--- config.mk ---
export PLATFORM = sky130hd
export DESIGN_NAME = fetch_unit
export DESIGN_NICKNAME = d
export VERILOG_FILES = /design/src/rtl/fetch_pkg.sv /design/src/rtl/fetch_fifo.sv /design/src/rtl/fetch_unit.sv
export SDC_FILE = /design/constraint.sdc
export NUM_CORES = 1
export LEC_CHECK = 0
export BUFFER_PORTS_ARGS = -buffer_cell sky130_fd_sc_hd__buf_2
export CORE_MARGIN = 2
export CORE_UTILIZATION = 29
export DETAILED_ROUTE_END_ITERATION = 10
export PLACE_DENSITY = 0.45
export SYNTH_ARGS = -nofsm -noshare
export SYNTH_HDL_FRONTEND = slang
export SYNTH_HIERARCHICAL = 1
export SYNTH_SLANG_ARGS = --single-unit
--- constraint.sdc ---
create_clock -name CLK -period 5.16 [get_ports CLK]
set_input_delay 0.774 -clock CLK [delete_from_list [all_inputs] [get_ports CLK]]
set_output_delay 0.774 -clock CLK [all_outputs]
set_load 0.1 [all_outputs]
--- src/rtl/fetch_pkg.sv ---
// Shared types and constants for the instruction fetch unit.
package fetch_pkg;

    localparam int XLEN = 32;
    localparam logic [XLEN-1:0] PC_STEP = 32'd4;

    typedef enum logic [1:0] {
        IDLE  = 2'd0,
        BUSY  = 2'd1,
        FLUSH = 2'd2
    } fetch_state_t;

endpackage

--- src/rtl/fetch_fifo.sv ---
// Two-entry instruction buffer with a registered head; unused slots are held at zero.
module fetch_fifo
    import fetch_pkg::*;
(
    input  logic            clk,
    input  logic            rst_n,
    input  logic            push,
    input  logic [XLEN-1:0] push_inst,
    input  logic [XLEN-1:0] push_pc,
    input  logic            pop,
    input  logic            clear,
    output logic            head_valid,
    output logic [XLEN-1:0] head_inst,
    output logic [XLEN-1:0] head_pc,
    output logic [1:0]      count
);

    logic [1:0]      count_q;
    logic [XLEN-1:0] head_inst_q;
    logic [XLEN-1:0] head_pc_q;
    logic [XLEN-1:0] tail_inst_q;
    logic [XLEN-1:0] tail_pc_q;
    logic            do_pop;
    logic            do_push;

    assign do_pop  = pop && (count_q != 2'd0);
    assign do_push = push && ((count_q != 2'd2) || do_pop);

    assign head_valid = (count_q != 2'd0);
    assign head_inst  = head_inst_q;
    assign head_pc    = head_pc_q;
    assign count      = count_q;

    // The tail slot is zeroed whenever it is vacated, so shifting it into the
    // head on the last pop leaves the head at zero as well.
    always_ff @(posedge clk or negedge rst_n) begin
        if (!rst_n) begin
            count_q     <= 2'd0;
            head_inst_q <= '0;
            head_pc_q   <= '0;
            tail_inst_q <= '0;
            tail_pc_q   <= '0;
        end else if (clear) begin
            count_q     <= 2'd0;
            head_inst_q <= '0;
            head_pc_q   <= '0;
            tail_inst_q <= '0;
            tail_pc_q   <= '0;
        end else begin
            case ({do_push, do_pop})
                2'b11: begin
                    if (count_q == 2'd1) begin
                        head_inst_q <= push_inst;
                        head_pc_q   <= push_pc;
                    end else begin
                        head_inst_q <= tail_inst_q;
                        head_pc_q   <= tail_pc_q;
                        tail_inst_q <= push_inst;
                        tail_pc_q   <= push_pc;
                    end
                end
                2'b10: begin
                    if (count_q == 2'd0) begin
                        head_inst_q <= push_inst;
                        head_pc_q   <= push_pc;
                    end else begin
                        tail_inst_q <= push_inst;
                        tail_pc_q   <= push_pc;
                    end
                    count_q <= count_q + 2'd1;
                end
                2'b01: begin
                    head_inst_q <= tail_inst_q;
                    head_pc_q   <= tail_pc_q;
                    tail_inst_q <= '0;
                    tail_pc_q   <= '0;
                    count_q     <= count_q - 2'd1;
                end
                default: ;
            endcase
        end
    end

endmodule

--- src/rtl/fetch_unit.sv ---
// Instruction fetch: single-outstanding memory request FSM feeding a 2-entry buffer,
// with branch redirect that flushes the buffer and drops in-flight responses.
module fetch_unit
    import fetch_pkg::*;
#(
    parameter logic [XLEN-1:0] RESET_PC   = 32'h0000_0000,
    parameter int              FIFO_DEPTH = 2
) (
    input  logic            CLK,
    input  logic            RST,
    output logic            imem_req,
    output logic [XLEN-1:0] imem_addr,
    input  logic            imem_ack,
    input  logic [XLEN-1:0] imem_rdata,
    input  logic            redir_valid,
    input  logic [XLEN-1:0] redir_pc,
    output logic            inst_valid,
    input  logic            inst_ready,
    output logic [XLEN-1:0] inst,
    output logic [XLEN-1:0] inst_pc
);

    localparam logic [1:0] DEPTH = FIFO_DEPTH[1:0];

    fetch_state_t    state;
    logic [XLEN-1:0] fetch_pc;
    logic [XLEN-1:0] target_pc;
    logic [XLEN-1:0] redir_aligned;
    logic            redir_unused;
    logic [1:0]      count;
    logic            pop;
    logic            push;
    logic [1:0]      occ_after_pop;
    logic [1:0]      occ_after_push;

    assign redir_aligned = {redir_pc[XLEN-1:2], 2'b00};
    assign redir_unused  = ^redir_pc[1:0];

    assign pop            = inst_valid && inst_ready;
    assign push           = (state == BUSY) && imem_ack && !redir_valid;
    assign occ_after_pop  = count - {1'b0, pop};
    assign occ_after_push = occ_after_pop + {1'b0, push};

    // fetch_pc only moves on ack or redirect, so it doubles as the stable request address.
    assign imem_addr = fetch_pc;

    fetch_fifo u_fifo (
        .clk        (CLK),
        .rst_n      (RST),
        .push       (push),
        .push_inst  (imem_rdata),
        .push_pc    (fetch_pc),
        .pop        (pop),
        .clear      (redir_valid),
        .head_valid (inst_valid),
        .head_inst  (inst),
        .head_pc    (inst_pc),
        .count      (count)
    );

    always_ff @(posedge CLK or negedge RST) begin
        if (!RST) begin
            state     <= IDLE;
            fetch_pc  <= RESET_PC;
            target_pc <= RESET_PC;
            imem_req  <= 1'b0;
        end else begin
            case (state)
                IDLE: begin
                    if (redir_valid) begin
                        fetch_pc <= redir_aligned;
                        state    <= BUSY;
                        imem_req <= 1'b1;
                    end else if (occ_after_pop < DEPTH) begin
                        state    <= BUSY;
                        imem_req <= 1'b1;
                    end
                end
                BUSY: begin
                    if (redir_valid && imem_ack) begin
                        fetch_pc <= redir_aligned;
                    end else if (redir_valid) begin
                        target_pc <= redir_aligned;
                        state     <= FLUSH;
                    end else if (imem_ack) begin
                        fetch_pc <= fetch_pc + PC_STEP;
                        if (occ_after_push >= DEPTH) begin
                            state    <= IDLE;
                            imem_req <= 1'b0;
                        end
                    end
                end
                FLUSH: begin
                    // The aborted request must still complete before the new target is issued.
                    if (redir_valid && imem_ack) begin
                        fetch_pc <= redir_aligned;
                        state    <= BUSY;
                    end else if (redir_valid) begin
                        target_pc <= redir_aligned;
                    end else if (imem_ack) begin
                        fetch_pc <= target_pc;
                        state    <= BUSY;
                    end
                end
                default: begin
                    state    <= IDLE;
                    imem_req <= 1'b0;
                end
            endcase
        end
    end

endmodule
== After elaboration in Yosys (flattened, before gate mapping) ==
Cells that the tools add are included.
Word-level totals
  register bits: 195
  input port bits: 69
  output and inout bits: 98
  word-level logic and storage cells: 104
Cells by class
  $add $sub $neg: 5
  reduce and logical (&&, ||, !) cells: 21
  equality and inequality tests: 22
  $lt $le $gt $ge: 2
  bitwise logic cells: 2
  mux-type cells: 43
Operator list (number)
  $mux W32: 19
  $pmux W32 S3: 5
  $add A32 B3 Y32 const B: 1
  $mux W2: 10
  $ne A3 B3 Y1 const B: 6
  $reduce_and A6 Y1: 3
  $ne A3 B2 Y1 const B: 4
  $ne A2 B2 Y1 const B: 5
  $eq A2 B1 Y1 const B: 3
  $eq A2 B2 Y1 const B: 3
  $logic_and A1 B1 Y1: 6
  $mux W1: 6
  $pmux W2 S3: 1
  $reduce_and A3 Y1: 2
  $reduce_bool A3 Y1: 2
  $logic_not A2 Y1: 2
  $pmux W2 S2: 1
  $reduce_bool A4 Y1: 1
  $pmux W1 S3: 1
  $add A2 B1 Y2: 1
  $add A2 B1 Y2 const B: 1
  $ge A2 B2 Y1 const B: 1
  $lt A2 B2 Y1 const B: 1
  $ne A2 B1 Y1 const B: 1
  8 further kinds: 9

== Depth between registers and ports, before layout ==
Gate-level depths: netlist of run 1.
  depth in word-level cells: 10
  mapped depth: 11
  gate-level depth less buffers: 10

== Hierarchy ==
Netlist of run 1, hierarchy kept.
Modules (own cells, without submodules)
  fetch_fifo: instances 1, sequential area each 3253.1 µm², area an instance 6742.7 µm², cells an instance 603
  fetch_unit: instances 1, sequential area each 1576.5 µm², area an instance 3997.6 µm², cells an instance 427

== Worst setup path after synthesis of run 1 ==
Ideal clock, no wire load.
  kind: register to register
  start point: reg u_fifo.count_q[1] (netlist: u_fifo/count[1])
  end point: reg u_fifo.tail_pc_q[7]
  setup time: 0.070 ns
  cell stages (with the launch flop): 9
  arrival time: 2.815 ns
  path buffers: 1
  data required time: 5.090 ns
  period minus slack after synthesis: 2.885 ns
  path slack: 2.275 ns
  cell sequence: dfrtp_1 > inv_1 > ha_1 > inv_1 > and2_1 > mux2_4 > nor4_4 > buf_6 > a22o_1
Between the ends
  longest elaborated chain between the ends: 8
  elaborated cells on any way between the ends: 17
  those cells by class: 7 x eq/ne; 2 x mux; 8 x reduce/logical
RTL lines
  start, declared: line fetch_fifo.sv:18  | logic [1:0] count_q;
  start signal, assigned: line fetch_fifo.sv:70  | count_q <= count_q + 2'd1;
  start signal, assigned: line fetch_fifo.sv:77  | count_q <= count_q - 2'd1;
  $reduce_bool A2 Y1 (*): line fetch_fifo.sv:29  | assign head_valid = (count_q != 2'd0);
  via inst_valid: line fetch_unit.sv:17  | output logic inst_valid,
  $logic_and A1 B1 Y1 (*): line fetch_unit.sv:39  | assign pop = inst_valid && inst_ready;
  via pop: line fetch_unit.sv:31  | logic pop;
  $logic_and A1 B1 Y1 (*): line fetch_fifo.sv:26  | assign do_pop = pop && (count_q != 2'd0);
  $logic_or A1 B1 Y1: line fetch_fifo.sv:27  | assign do_push = push && ((count_q != 2'd2) || do_pop);
  $logic_and A1 B1 Y1: line fetch_fifo.sv:27
  $eq A2 B2 Y1 or $eq A2 B1 Y1 (tied branches): line fetch_fifo.sv:50  | case ({do_push, do_pop})
  $ne A3 B3 Y1 (no line) (tied with other cells)
  $reduce_and A3 Y1 (no line) or $mux W32 (tied branches)
  end signal, assigned: line fetch_fifo.sv:59  | tail_pc_q <= push_pc;
  end signal, assigned: line fetch_fifo.sv:68  | tail_pc_q <= push_pc;
  end, declared: line fetch_fifo.sv:22  | logic [XLEN-1:0] tail_pc_q;
The timed path passes the listed nets; every way through them passes the cells marked *.
A chain may end at the register's enable or synchronous reset.

== Final worst setup path of run 1 ==
  start point: reg u_fifo.count_q[1] (netlist: u_fifo/count[1])
  end point: reg u_fifo.head_inst_q[23] (netlist: u_fifo/head_inst[23])
Between the ends
  longest elaborated chain between the ends: 8
  elaborated cells on any way between the ends: 17
  those cells by class: 6 x eq/ne; 3 x mux; 8 x reduce/logical
RTL lines
  $reduce_bool A2 Y1 (*): line fetch_fifo.sv:29
  $logic_and A1 B1 Y1 (*): line fetch_unit.sv:39
  via pop: line fetch_unit.sv:31
  $logic_and A1 B1 Y1 (*): line fetch_fifo.sv:26
  $logic_or A1 B1 Y1: line fetch_fifo.sv:27
  $logic_and A1 B1 Y1: line fetch_fifo.sv:27
  $eq A2 B1 Y1 or $eq A2 B2 Y1 (tied branches): line fetch_fifo.sv:50
  $pmux W32 S3 (tied with other cells): line fetch_fifo.sv:50
  $mux W32 or $reduce_and A2 Y1 (tied branches)
  end signal, assigned: line fetch_fifo.sv:53  | head_inst_q <= push_inst;
  end signal, assigned: line fetch_fifo.sv:56  | head_inst_q <= tail_inst_q;
  end signal, assigned: line fetch_fifo.sv:64  | head_inst_q <= push_inst;
  end, declared: line fetch_fifo.sv:19  | logic [XLEN-1:0] head_inst_q;
Marked as above.

==> results_dict.tcl, run 1 <==
set metrics [dict create \
    status "completed" \
    start_util_pct 29.4 \
    powerDensity_nw_per_um2 649 \
    wl_um 34600 \
    portBuffers 162 \
    first_iter_violations 721 \
    slew_headroom_pct 24.3 \
    synth.top_cells.by_area "dfrtp_1 (45%), mux2_2 (9.9%), a222oi_1 (6.0%)" \
    dr_total_vias 8866 \
    clkPwrFrac_pct 17.3 \
    num_io_pins 167 \
    viasPerCell 5.44 \
    cts.repair.resized 0 \
    p_sw_share_pct 52.6 \
    ys_warn_count 6 \
    yosysSeqAreaShare_pct 45.0 \
    wire_per_inst_um 21.2 \
    max_freq_mhz 288 \
    setup_tns_ns 0 \
    drive_above_1_share_pct 28.9 \
    worstMarginPinSlew_ns 1.14 \
    finalHoldViolCount 0 \
    final_cells 1631 \
    syn_avg_cell_area_um2 10.4 \
    whs_ns 0.423 \
    hpwl_um 21500 \
    postCtsSetupRepairBufs 0 \
    antenna_found_initial 0 \
    pre_cts_slack_ns 1.65 \
    grt_usage_pct 18.1 \
    fin_crit_ns 3.48 \
    fin_util_pct 34.2 \
    ys_async_sr_fraction_pct 100 \
    netlist_instances 1030 \
    worst_slack_ns 1.68 \
    synth-simple-area-share_pct 13.7 \
    dieWidth_um 196 \
    synth-seq-cells 193 \
    rsz0062_at_grt "false" \
    cts_buffers 17 \
    p_leak_nw 5.65 \
    core.rowCount 70 \
    combPwrFrac_pct 53.2 \
    grt_max_degree 103 \
    ir_worst_vdd_mv 0.316 \
    synthDistinctLibCells 77 \
    synth_compound_area_share_pct 23.4 \
    synth_flop_cell "dfrtp_1" \
    cts-root-buf "clkbuf_16" \
    p_switching_mw 4.26 \
    drv_slew 0 \
    intPower_mw 3.84 \
    cp_max_fo 47 \
    required_ns 5.53 \
    synthAdderAreaFrac_pct 1.05 \
    stdcell_area_um2 12500 \
    yosys.area.top_type "dfrtp_1" \
    clk-insertion-delay-late_ns 0.45 \
    start_kind "flip-flop" \
    placed_area_um2 11900 \
    dp_cells 1598 \
    area.sequential_um2 4830 \
    gr-total-overflow 0 \
    synth_edf_count 0 \
    cts-htree-levels 4 \
    end_kind "flip-flop" \
    syn_to_final_growth_pct 16.3 \
    synth-xor-area-share_pct 0.944 \
    multi_input_area_um2 5390 \
    power_mw 8.10 \
    grt_pass1_vias 8978 \
    min_path_type "in -> async" \
    setup_violations 0 \
    drc 0 \
    maxCapViolCount 0 \
    synthMuxAreaShare_pct 10.3 \
    die-area_um2 38600 \
    cts_hold_buffers 0 \
    fin_crit_sh_pct 67.4 \
    cts_tree "done" \
    cts.sinks 193 \
    cts.reportedPaths.clkPinSlew_ns 0.07 \
    clk_path_buf_depth 2 \
    critPathArrivalTime_ns 3.84 \
    synth_top_family_by_area "compound AO/OA/AOI/OAI gates" \
    antenna_left 0 \
    ff2ff_path_depth 9 \
    crit_type "reg -> reg" \
    fin_skew_ns 0.0113 \
    core_area_um2 36500 \
    final_nets 1227 \
    synthesis.area_um2 10700 \
    gp_congestion 0.743 \
    synth_top_area_share_pct 45.0 \
    fill_cells 3763 \
    grt_pass1_wl_um 54300 \
    firstDrtPassIters 7 \
    power_frac_seq_pct 29.5 \
    die_h_um 196 \
]
## sequential cells by signal, summed over array words and instances, names as in the netlist
name	count
state	2
imem_req	1
u_fifo/head_inst	32
u_fifo/head_pc	32
target_pc	30
u_fifo/tail_pc_q	32
u_fifo/tail_inst_q	32
u_fifo/count	2
imem_addr	30
## final timing paths
| path | to | from | slack (ns) |
|---|---|---|---|
| worst max-delay path | u_fifo/head_inst[23] | u_fifo/count[1] | 1.68 |
| worst min-delay path | u_fifo/head_inst[29] | RST | 0.42 |
| worst max register to register | u_fifo/head_inst[23] | u_fifo/count[1] | 1.68 |
| worst min register to register | u_fifo/head_inst[19] | u_fifo/head_inst[19] | 0.48 |
| max in group asynchronous | target_pc[29] | RST | 3.67 |
| min in group CLK | u_fifo/head_inst[19] | u_fifo/head_inst[19] | 0.48 |
## metal layers
layer	global-route usage, %	wire length, µm	vias to the layer above
met5	0	0	-
met3	3.46	1430	27
li1	-	-	4152
met4	5.11	520	0
met2	29.8	16400	232
met1	24.1	16200	4455
## power by group through the flow
stage	Clock, mW	Combinational (mW)	Sequential (mW)
final	1.40	4.31	2.39
after detailed placement	0	4.32	2.42
after global placement	0	4.30	2.41
after floorplan	0	1.99	3.68
after CTS	1.46	4.33	2.39
after global routing	1.52	4.59	2.45
## layout by cell type (no fill, tap or decap), types with 26 or more instances in the layout
| cell type | instances |
|---|---|
| a21oi_1 | 26 |
| mux2_2 | 94 |
| nand2_1 | 94 |
| buf_2 | 161 |
| o21ai_0 | 38 |
| nor2b_1 | 65 |
| a222oi_1 | 64 |
| nor2_1 | 31 |
| dfrtp_1 | 193 |
| o21ai_1 | 62 |
| a22o_1 | 69 |
## area by class of cell
class | count | area share, %
multi-input cells | 733 | 43.1
flip-flops and latches | 193 | 38.7
repair buffers | 187 | 8.16
well taps | 468 | 4.69
clock buffers | 22 | 3.88
clock inverters | 10 | 0.972
inverters | 17 | 0.511
diodes | 1 | 0.0200
## cell usage after synthesis, types with 4 or more instances
cell      number
dfrtp_1      193
mux2_2        94
nand2_1       94
a22o_1        69
nor2b_1       66
a222oi_1      64
o21ai_1       62
o21ai_0       38
buf_2         34
clkbuf_1      34
nor2_1        31
a21oi_1       26
buf_6         17
inv_1         17
nand3_1       14
nand4_1       11
a22oi_1        9
ha_1           9
a31oi_1        8
and2_1         6
and3_1         6
nor3_1         6
a211oi_1       5
a221oi_1       5
buf_4          5
nand2b_1       5
xnor2_1        5
and4_1         4
buf_1          4
o21a_1         4
o22ai_1        4
xor2_1         4
## logic make-up after synthesis
family / after synthesis
AOI/OAI and AO/OA: 337
and+or+nand+nor: 271
DFF: 193
buffers and inverters: 111
muxes: 98
xor gates and xnor gates: 10
adders and majority gates: 9
other: 1
## worst max-delay path, cell delays in order, from the launching register on
cell and delay, ns:
dfrtp_1 0.45, inv_1 0.13, ha_1 0.32, inv_1 0.16, and2_1 0.30, nor2b_4 0.67, a211oi_4 0.08, or2_2 0.72
buf_4 0.40, o21ai_1 0.16
No activity file was read; power rests on OpenSTA's default activity.
==> inputs of run 2 (changes only) <==
- clock period: 5.16 -> 3.3 ns (I/O delays scaled with it)
==> run 2 against run 1 <==
Net effect:
- utilization is 0.49 points higher
- via count is 2.4% higher
- total power increased by 57%
- global-route usage rose by 0.24 points
- sequential power increased by 52%
- maximum frequency grew 23%
- clock power rose by 54%
- largest cell class unchanged
- largest power group unchanged
==> results_dict.tcl, run 2 (synthesis results as in run 1) <==
set metrics [dict create \
    status "completed" \
    fill_cells 3795 \
    fin_crit_sh_pct 85.7 \
    postCtsSetupRepairBufs 0 \
    antenna_left 0 \
    core_area_um2 36500 \
    hpwl_um 22000 \
    slew_headroom_pct 51.2 \
    gr-total-overflow 0 \
    pre_cts_slack_ns 0.441 \
    grt_util_met2_pct 30.5 \
    portBuffers 162 \
    end_kind "flip-flop" \
    cts_buffers 17 \
    grt_max_degree 78 \
    start_util_pct 29.4 \
    drv_slew 0 \
    finalHoldViolCount 0 \
    viasPerCell 5.51 \
    antenna-diode-count 0 \
    ir_worst_vdd_mv 0.544 \
    critPathArrivalTime_ns 3.21 \
    gp_congestion 0.752 \
    whs_ns 0.0609 \
    cts.sinks 193 \
    final_cell_mix "dfrtp_1 (193), buf_2 (161), nand2_1 (94), mux2_2 (94), a22o_1 (69)" \
    drive_above_1_share_pct 30.0 \
    cts.reportedPaths.clkPinSlew_ns 0.08 \
    setup_violations 0 \
    grtUsageMet3_pct 3.13 \
    layout_commonest_cell "dfrtp_1" \
    powerDensity_nw_per_um2 1010 \
    wl_um 34700 \
    fin_util_pct 34.7 \
    drc 0 \
    crit_type "reg -> reg" \
    worst_slack_ns 0.472 \
    fin_skew_ns 0.0130 \
    grt_pass1_vias 9073 \
    antenna_found_initial 0 \
    firstDrtPassIters 9 \
    min_path_type "in -> async" \
    num_io_pins 167 \
    cts_hold_buffers 0 \
    cts-root-buf "clkbuf_16" \
    crit_path_start "u_fifo/count[1]" \
    core.rowCount 70 \
    rrSetupSlack_ns 0.47 \
    max_freq_mhz 354 \
    start_kind "flip-flop" \
    wire_per_inst_um 21.1 \
    grt-busiest-layer "met2" \
    die-area_um2 38600 \
    cp_max_fo 53 \
    syn_to_final_growth_pct 18.0 \
    worstMarginPinSlew_ns 0.731 \
    cts-htree-levels 4 \
    p_leak_nw 5.74 \
    grt_util_met1_pct 24.8 \
    fin_crit_ns 2.83 \
    first_iter_violations 773 \
    rsz0062_at_grt "false" \
    setup_tns_ns 0 \
    cts.repair.resized 0 \
    clk_path_buf_depth 2 \
    final_nets 1243 \
    r2r_start "u_fifo/count[1]" \
    dr_total_vias 9075 \
    required_ns 3.68 \
    cts_tree "done" \
    grt_pass1_wl_um 54900 \
    die_h_um 196 \
    grt_usage_pct 18.3 \
    dieWidth_um 196 \
    maxCapViolCount 0 \
    clk-insertion-delay-late_ns 0.46 \
]
run 2: through the flow:
step	std cells	area, µm²	power (mW)
global route	1646	12700	13.5
finish	1646	12700	12.8
floorplan	1037	10800	8.88
CTS	1646	12700	12.9
detailed placement	1614	12100	10.7
global placement	1614	12100	10.6
run 2: layer usage:
metal	up-vias	wire (µm)
met5	-	0
met4	0	295
met3	16	1450
met2	236	16800
met1	4631	16200
li1	4192	-
run 2: final cells by class:
cell class              count  area, µm²  share of cell area (%)
clock inverters            15        166                    1.31
multi-input cells         733       5390                    42.5
flip-flops and latches    193       4830                    38.1
repair buffers            203       1210                    9.59
well taps                 468        586                    4.62
clock buffers              17        425                    3.36
inverters                  17       63.8                   0.504
run 2: worst paths after layout:
check / cells after the start / end
min reg2reg: 2 / u_fifo/head_inst[19]
max in group asynchronous: 2 / target_pc[27]
min in group CLK: 2 / target_pc[13]
min: 1 / u_fifo/tail_inst_q[27]
max reg2reg: 9 / u_fifo/head_pc[21]
max: 9 / u_fifo/head_pc[21]
run 2: power breakdown:
group	switching, mW	total (mW)	internal (mW)
Combinational	4.99	6.95	1.97
Clock	1.08	2.16	1.08
Sequential	0.699	3.64	2.94
run 2: worst max-delay path, stage by stage, from the launching register on:
cell and delay [ns]:
dfrtp_1 0.44, inv_1 0.14, ha_1 0.38, inv_1 0.15, and2_1 0.27, nor2b_4 0.19, nor3_4 0.13, buf_4 0.59
a222oi_1 0.28, o21ai_1 0.16
==> inputs of run 3 (changes only) <==
- BUFFER_PORTS_ARGS: -buffer_cell sky130_fd_sc_hd__buf_2 -> not set
- DONT_BUFFER_PORTS: not set -> 1
- PLACE_DENSITY: 0.45 -> 0.55
==> run 3 against run 2 <==
Net effect:
- design area fell by 5.8%
- the flow now finishes with violations (hold timing)
- critical endpoint is now imem_addr[9]
- register-to-register slack got worse by 0.03 ns
- non-clock buffer count fell by 141
- maximum frequency fell by 1.2%
==> results_dict.tcl, run 3 (synthesis results as in run 1) <==
set metrics [dict create \
    gr-total-overflow 0 \
    drv_slew 0 \
    start_util_pct 29.4 \
    worst_slack_ns 0.438 \
    crit_chain "inv_1 > ha_1 > buf_4 > o21bai_1 > nand3b_1 > a221oi_1 > o21ai_0 > o21a_1" \
    maxCapViolCount 0 \
    fin_crit_ns 2.86 \
    fin_crit_sh_pct 86.7 \
    rsz0062_at_grt "false" \
    fin_util_pct 32.7 \
    portBuffers 0 \
    grt_pass1_vias 8621 \
    antenna_found_initial 0 \
    first_iter_violations 726 \
    core.rowCount 70 \
    cts-root-buf "clkbuf_16" \
    min_path_type "in -> async" \
    dieWidth_um 196 \
    drc 0 \
    ir_worst_vdd_mv 0.467 \
    grt_pass1_wl_um 52800 \
    required_ns 3.63 \
    cts_buffers 17 \
    wire_per_inst_um 22.1 \
    path_buf_inv 2 \
    p_leak_nw 5.06 \
    final_nets 1102 \
    powerDensity_nw_per_um2 1040 \
    fill_cells 3685 \
    start_kind "flip-flop" \
    clk_path_buf_depth 2 \
    drive_above_1_share_pct 20.3 \
    critPathTopFamily "compound AO/OA/AOI/OAI gates" \
    dr_total_vias 8561 \
    cts-htree-levels 4 \
    cp_slowest_cell "a221oi_1" \
    viasPerCell 5.69 \
    critPathArrivalTime_ns 3.19 \
    hpwl_um 21700 \
    die-area_um2 38600 \
    cts.sinks 193 \
    clk-insertion-delay-late_ns 0.44 \
    cts_tree "done" \
    antenna_left 0 \
    cts.repair.resized 0 \
    finalHoldViolCount 193 \
    grt_usage_pct 17.5 \
    firstDrtPassIters 10 \
    slew_headroom_pct 22.6 \
    final_cell_mix "dfrtp_1 (193), nand2_1 (94), mux2_2 (94)" \
    cp_max_fo 20 \
    wl_um 33200 \
    worstMarginPinSlew_ns 1.16 \
    setup_tns_ns 0 \
    violations "hold timing" \
    crit_type "reg -> reg" \
    pre_cts_slack_ns 0.484 \
    status "finished with violations" \
    postCtsSetupRepairBufs 0 \
    antenna-diode-count 0 \
    layout_commonest_cell "dfrtp_1" \
    end_kind "flip-flop" \
    placed_area_um2 11400 \
    grt_max_degree 194 \
    core_area_um2 36500 \
    whs_ns -0.253 \
    syn_to_final_growth_pct 11.1 \
    multi_input_area_um2 5400 \
    fin_skew_ns 0.0115 \
    num_io_pins 167 \
    area.sequential_um2 4830 \
    stdcell_area_um2 11900 \
    cp_slowest_stage_delay_ns 0.72 \
    max_freq_mhz 349 \
    die_h_um 196 \
    gp_congestion 0.820 \
    setup_violations 0 \
    cts.reportedPaths.clkPinSlew_ns 0.08 \
]
-- run 3: final cells by class --
cell class / instances / area share (%)
clock inverter: 14 / 1.08
sequential: 193 / 40.5
clock buffer: 18 / 3.60
inverter: 17 / 0.535
timing repair buffer: 62 / 4.21
multi-input combinational: 733 / 45.2
tap: 468 / 4.91
-- run 3: metal layers --
metal / up-vias / routed length [µm] / GRT usage (%)
li1: 3914 / - / -
met1: 4373 / 14900 / 23.8
met2: 255 / 15500 / 27.5
met5: - / 0 / 0
met3: 19 / 2530 / 5.05
met4: 0 / 325 / 4.32
-- run 3: worst paths after layout --
| check | start | to | slack [ns] | depth (start not counted) |
|---|---|---|---|---|
| setup reg to reg | state[1] | imem_addr[9] | 0.44 | 8 |
| setup / recovery | state[1] | imem_addr[9] | 0.44 | 8 |
| hold reg to reg | target_pc[19] | target_pc[19] | 0.49 | 2 |
| hold / removal | RST | u_fifo/head_inst[28] | -0.25 | 0 |
| min in group CLK | redir_valid | u_fifo/count[1] | 0.12 | 1 |
| max in group asynchronous | RST | u_fifo/head_pc[27] | 3.18 | 0 |
-- run 3: worst reg2reg max path: cells and delay by family (launching register included) --
family,cells,cell delay [ns]
AND/OR/NAND/NOR,1,0.52
flip-flops,1,0.41
AO/OA/AOI/OAI,4,1.26
buffers and inverters,2,0.33
adder cells (fa/ha/maj),1,0.24
-- run 3: where the power goes --
part           internal (mW)  leakage (nW)  switching (mW)
clock                   1.05         0.268            1.02
sequential              2.92          2.56            1.57
combinational           1.90          2.24            4.00
total                   5.88          5.06            6.59
-- run 3: stage by stage --
| step | hold WS, ns | cells | total power [mW] |
|---|---|---|---|
| 6_report | -0.253 | 1505 | 12.5 |
| 5_1_grt | -0.291 | 1505 | 13.2 |
| 4_1_cts | -0.293 | 1505 | 12.6 |
| 3_5_place_dp | 0.204 | 1473 | 10.5 |
| 3_3_place_gp | 0.204 | 1473 | 10.4 |
| 2_1_floorplan | 0.199 | 1037 | 8.88 |
